<file path="config.mk">
export PLATFORM = sky130hd
export DESIGN_NAME = uart_receiver
export DESIGN_NICKNAME = d
export VERILOG_FILES = /design/src/rtl/uart_pkg.sv /design/src/rtl/sync2.sv /design/src/rtl/uart_receiver.sv
export SDC_FILE = /design/constraint.sdc
export NUM_CORES = 1
export LEC_CHECK = 0
export CELL_PAD_IN_SITES_DETAIL_PLACEMENT = 0
export CELL_PAD_IN_SITES_GLOBAL_PLACEMENT = 1
export CORE_MARGIN = 10
export CORE_UTILIZATION = 38
export DETAILED_ROUTE_END_ITERATION = 6
export GPL_ROUTABILITY_DRIVEN = 1
export PLACE_DENSITY = 0.87
export RECOVER_POWER = 50
export SLEW_MARGIN = 0
export SYNTH_ARGS = -nofsm -noshare
export SYNTH_HDL_FRONTEND = slang
export SYNTH_HIERARCHICAL = 1
export SYNTH_SLANG_ARGS = --single-unit
</file>
<file path="constraint.sdc">
create_clock -name PCLK -period 2.1 [get_ports PCLK]
set_clock_uncertainty 0.2 [all_clocks]
set_input_delay 0.42 -clock PCLK [delete_from_list [all_inputs] [get_ports PCLK]]
set_output_delay 0.42 -clock PCLK [all_outputs]
set_load 0.01 [all_outputs]
</file>
<file path="src/rtl/uart_pkg.sv">
// uart_pkg: shared UART FSM state encoding and frame width
package uart_pkg;
  typedef enum logic [2:0] {IDLE, START, DATA, STOP, DONE} state_t;
  localparam int DATA_BITS = 8;
endpackage

</file>
<file path="src/rtl/sync2.sv">
// sync2: two-flop synchroniser (clk, rst, d -> q) with parameterised reset value
module sync2 #(
  parameter logic RST_VAL = 1'b1
) (
  input  logic clk,
  input  logic rst,
  input  logic d,
  output logic q
);
  logic [1:0] ff_q, ff_d;
  always_comb ff_d = {ff_q[0], d};
  always_ff @(posedge clk) ff_q <= rst ? {2{RST_VAL}} : ff_d;
  assign q = ff_q[1];
endmodule

</file>
<file path="src/rtl/uart_receiver.sv">
// uart_receiver: APB-gated 8N1 UART receiver (PCLK/PRESET, PSEL2&PENABLE&~PWRITE enable, rx_serial in; rx_parallel, rx_done, PREADY out)
module uart_receiver
  import uart_pkg::*;
#(
  parameter int CPB = 10
) (
  input  logic       PCLK,
  input  logic       PRESET,
  input  logic       PENABLE,
  input  logic       PSEL2,
  input  logic [7:0] PADDR,
  input  logic       PWRITE,
  input  logic       rx_serial,
  output logic       PREADY,
  output logic       rx_done,
  output logic [7:0] rx_parallel
);
  localparam int CW = $clog2(CPB);
  localparam int IW = $clog2(DATA_BITS);
  localparam logic [CW-1:0] HALF_M1 = CW'(CPB / 2 - 1);
  localparam logic [CW-1:0] FULL_M1 = CW'(CPB - 1);
  localparam logic [IW-1:0] LAST_BIT = IW'(DATA_BITS - 1);
  state_t state_q, state_d;
  logic [CW-1:0] cnt_q, cnt_d;
  logic [IW-1:0] idx_q, idx_d;
  logic [DATA_BITS-1:0] shift_q, shift_d, par_q, par_d;
  logic done_q, done_d;
  logic rx_s, en, unused_paddr;
  assign unused_paddr = ^PADDR;
  assign en = PSEL2 & PENABLE & ~PWRITE;
  sync2 #(.RST_VAL(1'b1)) u_sync (.clk(PCLK), .rst(PRESET), .d(rx_serial), .q(rx_s));
  always_comb begin
    state_d = state_q;
    cnt_d   = cnt_q;
    idx_d   = idx_q;
    shift_d = shift_q;
    par_d   = par_q;
    case (state_q)
      IDLE: begin
        cnt_d = '0;
        if (en && !rx_s) state_d = START;
      end
      START: begin
        if (cnt_q == HALF_M1) begin
          cnt_d   = '0;
          idx_d   = '0;
          state_d = rx_s ? IDLE : DATA;
        end else cnt_d = cnt_q + 1'b1;
      end
      DATA: begin
        if (cnt_q == FULL_M1) begin
          cnt_d          = '0;
          shift_d[idx_q] = rx_s;
          idx_d          = idx_q + 1'b1;
          if (idx_q == LAST_BIT) state_d = STOP;
        end else cnt_d = cnt_q + 1'b1;
      end
      STOP: begin
        if (cnt_q == FULL_M1) begin
          cnt_d   = '0;
          state_d = rx_s ? DONE : IDLE;
          par_d   = rx_s ? shift_q : par_q;
        end else cnt_d = cnt_q + 1'b1;
      end
      DONE:    state_d = IDLE;
      default: state_d = IDLE;
    endcase
    if (!en && state_q != IDLE) begin
      state_d = IDLE;
      cnt_d   = '0;
      par_d   = par_q;
    end
    done_d = state_d == DONE;
  end
  always_ff @(posedge PCLK) begin
    if (PRESET) begin
      state_q <= IDLE;
      cnt_q   <= '0;
      idx_q   <= '0;
      shift_q <= '0;
      par_q   <= '0;
      done_q  <= 1'b0;
    end else begin
      state_q <= state_d;
      cnt_q   <= cnt_d;
      idx_q   <= idx_d;
      shift_q <= shift_d;
      par_q   <= par_d;
      done_q  <= done_d;
    end
  end
  assign rx_done     = done_q;
  assign PREADY      = done_q;
  assign rx_parallel = par_q;
endmodule

</file>
==> results.py, run 1 <==
metrics = {
    "yosys": {
        "async_flop_share": 0,
        "yosys_warnings": 6,
        "synth.yosys.seq_area_share": 0.427,
        "synth_top_cell_by_area": "dfxtp_1",
        "synth.net_count": 170,
        "synth_seq_cells": 29,
        "syn_avg_cell_area_um2": 9.00,
        "yosys_most_used_dff": "dfxtp_1",
        "synth_cells": 151,
        "synthesis.area_um2": 1360,
        "synth_top_area_share": 0.427,
        "synthDistinctLibCells": 32,
        "netlist_top_cells_area": "dfxtp_1, mux2i_1, nor2_1, ha_1, a21oi_1",
        "synth_edf_count": 0,
    },
    "power_and_ir_drop": {
        "clkPwrFrac": 0.352,
        "power.switching_mw": 0.207,
        "power.share.switching": 0.231,
        "seqPwrFrac": 0.615,
        "share_comb_of_total_power": 0.032,
        "p_leak_nw": 0.626,
        "intPower_mw": 0.692,
        "p_per_area_nw_per_um2": 556,
        "ir_drop_uv": 359,
    },
    "timing": {
        "final-hold-violation-count": 0,
        "rsz0062_at_grt": "no",
        "finalCritPeriodShare": 0.902,
        "setup_viol": 0,
        "hold_ws_ns": 0.298,
        "finalCriticalPeriod_ns": 1.89,
        "slew_headroom": 0.362,
        "fmax_mhz": 528,
        "worstMarginPinSlew_ns": 0.958,
        "slew_viol_final": 0,
    },
    "worst_setup_path": {
        "reg2reg_slack_ns": 0.22,
        "critPathBufInv": 2,
        "ff2ff_path_depth": 7,
        "regToRegStartpoint": "cnt_q[1]",
        "path_depth": 3,
        "cp-end-kind": "flip-flop",
        "start_kind": "primary input",
        "slowest_delay_ns": 0.73,
        "r2r-end": "shift_q[6]",
        "path_class": "primary input to flip-flop",
        "crit_required_ns": 2.16,
        "crit_slowest_cell": "clkbuf_1",
        "path_cells": "dlygate4sd3_1 > clkbuf_1 > or2_0",
        "crit_path_max_fanout": 23,
        "crit_end": "u_sync/ff_q[1]",
        "crit_start": "PRESET",
        "arrival_ns": 1.95,
        "critical-path-top-delay-family": "buffers and inverters",
    },
    "drt": {
        "vias_per_cell": 5.23,
        "post_drt_wl_per_cell_um": 13.7,
        "drtAntennaViolNets": 0,
        "wl_um": 2990,
        "drcViolationCount": 0,
        "drt_pre_antenna_iters": 4,
        "first_iter_violations": 68,
        "num_vias": 1140,
    },
    "clock_tree": {
        "clkTransAtPathRegs_ns": 0.09,
        "cts_buffers": 5,
        "cts_tree": "done",
        "clockRootBuffer": "clkbuf_4",
        "clockBufferDepth": 2,
        "hold_buffers": 0,
        "cts.sinks": 29,
        "h-tree-depth": 2,
        "clk_latency_ns": 0.33,
    },
    "final_layout": {
        "final_cell_count_no_fill": 218,
        "antenna_cells": 0,
        "layout.nets": 190,
        "postLayoutCellArea_um2": 1620,
        "finish.utilization": 0.477,
        "layout_commonest_cell": "dfxtp_1",
        "final_cell_mix": "dfxtp_1, nor2_1, mux2i_1",
        "syn_to_final_growth_pct": 19.0,
        "final_layout_size_suffix_gt1_frac": 0.0872,
    },
    "place": {
        "placed_area_um2": 1570,
        "place_inst": 209,
        "portBuffers": 15,
        "gp_congestion": 0.796,
        "hpwl_um": 2190,
    },
    "floorplanning": {
        "initial_core_util": 0.401,
        "die_x_um": 79.8,
        "die_y_um": 79.8,
        "rows": 21,
        "core_um2": 3390,
        "dieArea_um2": 6370,
        "pin_count": 24,
    },
    "global_routing": {
        "antenna_found_initial": 0,
        "grt_max_degree": 24,
        "grt_usage": 0.107,
        "grt_pass1_vias": 1162,
        "grt_pass1_wl_um": 5350,
        "overflow": 0,
    },
    "flow_run": {
        "drv_cap": 0,
    },
    "run_status": {
        "status": "completed",
    },
    "hold_path": {
        "min-delay-path-class": "flip-flop to flip-flop",
    },
}
[cell families (layout without fill, tap and decap cells)]
group | Yosys count | after routing | share of synthesized area
buf+inv | 14 | 35 | 0.0552
xor+xnor | 1 | 1 | 0.00645
fa+ha+maj | 5 | 5 | 0.0460
compound gates | 18 | 18 | 0.0801
simple gates | 68 | 68 | 0.267
flops | 29 | 29 | 0.427
mux | 16 | 16 | 0.118
[worst min path at each step]
| stage | start | to | slack [ns] | cells after the start |
|---|---|---|---|---|
| finish | rx_parallel[0] | rx_parallel[0] | 0.30 | 2 |
| global route | u_sync/ff_q[0] | u_sync/ff_q[1] | 0.34 | 1 |
| CTS | u_sync/ff_q[0] | u_sync/ff_q[1] | 0.29 | 1 |
| detailed placement | u_sync/ff_q[0] | u_sync/ff_q[1] | 0.26 | 1 |
| global placement | u_sync/ff_q[0] | u_sync/ff_q[1] | 0.19 | 1 |
| floorplan | u_sync/ff_q[0] | u_sync/ff_q[1] | 0.18 | 1 |
[final cells by class]
type	instances	area (um2)
clock buffer	6	41.3
clock inverter	2	10.0
fill	339	1770
inverter	4	15.0
multi-input combinational	108	709
sequential	29	581
tap	46	57.6
timing repair buffer	23	203
[power by group through the flow]
stage	combinational [mW]	sequential (mW)	clock, mW
finish	0.0291	0.553	0.317
global route	0.0320	0.554	0.359
CTS	0.0304	0.553	0.329
detailed placement	0.0302	0.566	0
global placement	0.0291	0.566	0
floorplan	0.0148	0.565	0
[state kept, by name (all words and copies together) (netlist names)]
name,count
rx_parallel,8
shift_q,8
cnt_q,4
idx_q,3
state_q,3
u_sync/ff_q,2
PREADY,1
[worst min-delay path, stage by stage (launching register included)]
cell     delay [ns]
dfxtp_1        0.33
mux2i_1        0.06
nor2_1         0.07
[routing by layer]
layer | global-route usage | part of all wire | routed length [um] | up-vias
li1 | - | - | - | 563
met1 | 0.112 | 0.41 | 1230 | 547
met2 | 0.178 | 0.51 | 1510 | 22
met3 | 0.0563 | 0.063 | 189 | 8
met4 | 0.0405 | 0.019 | 58 | 0
met5 | 0 | 0 | 0 | -
[through the flow]
stage	setup TNS (ns)	power, mW	setup slack [ns]
after floorplan	0	0.580	0.377
after global placement	-0.0542	0.595	-0.0101
after detailed placement	-0.147	0.597	-0.0407
after CTS	0	0.913	0.125
after global routing	0	0.945	0.0798
final	0	0.899	0.205
[timing repair]
| action | in CTS | in global routing |
|---|---|---|
| endpoints found under the setup margin | 0 | 4 |
| buffers inserted | 0 | 1 |
| gates resized for setup | 0 | 0 |
[cell usage after synthesis (all sizes together) (2+ instances only)]
cell type,number
nor3,3
nor2,22
nor4,3
or3,2
a21oi,8
or2,2
nand3,3
mux2i,16
inv,4
nand4,6
nor2b,5
a211oi,2
dfxtp,29
o21ai,4
ha,5
clkbuf,3
nand2,10
nand2b,2
nand3b,5
buf,7
No activity file was read; power rests on OpenSTA's default activity.
==> inputs of run 2 (changes only) <==
- SLEW_MARGIN: 0 -> 20
==> results of run 2 <==
No change in the layout: final DEF, timing and power equal those of run 1.
==> inputs of run 3 (changes only) <==
- GPL_TIMING_DRIVEN: unset -> 1
==> results of run 3 <==
No change in the layout: final DEF, timing and power equal those of run 1.
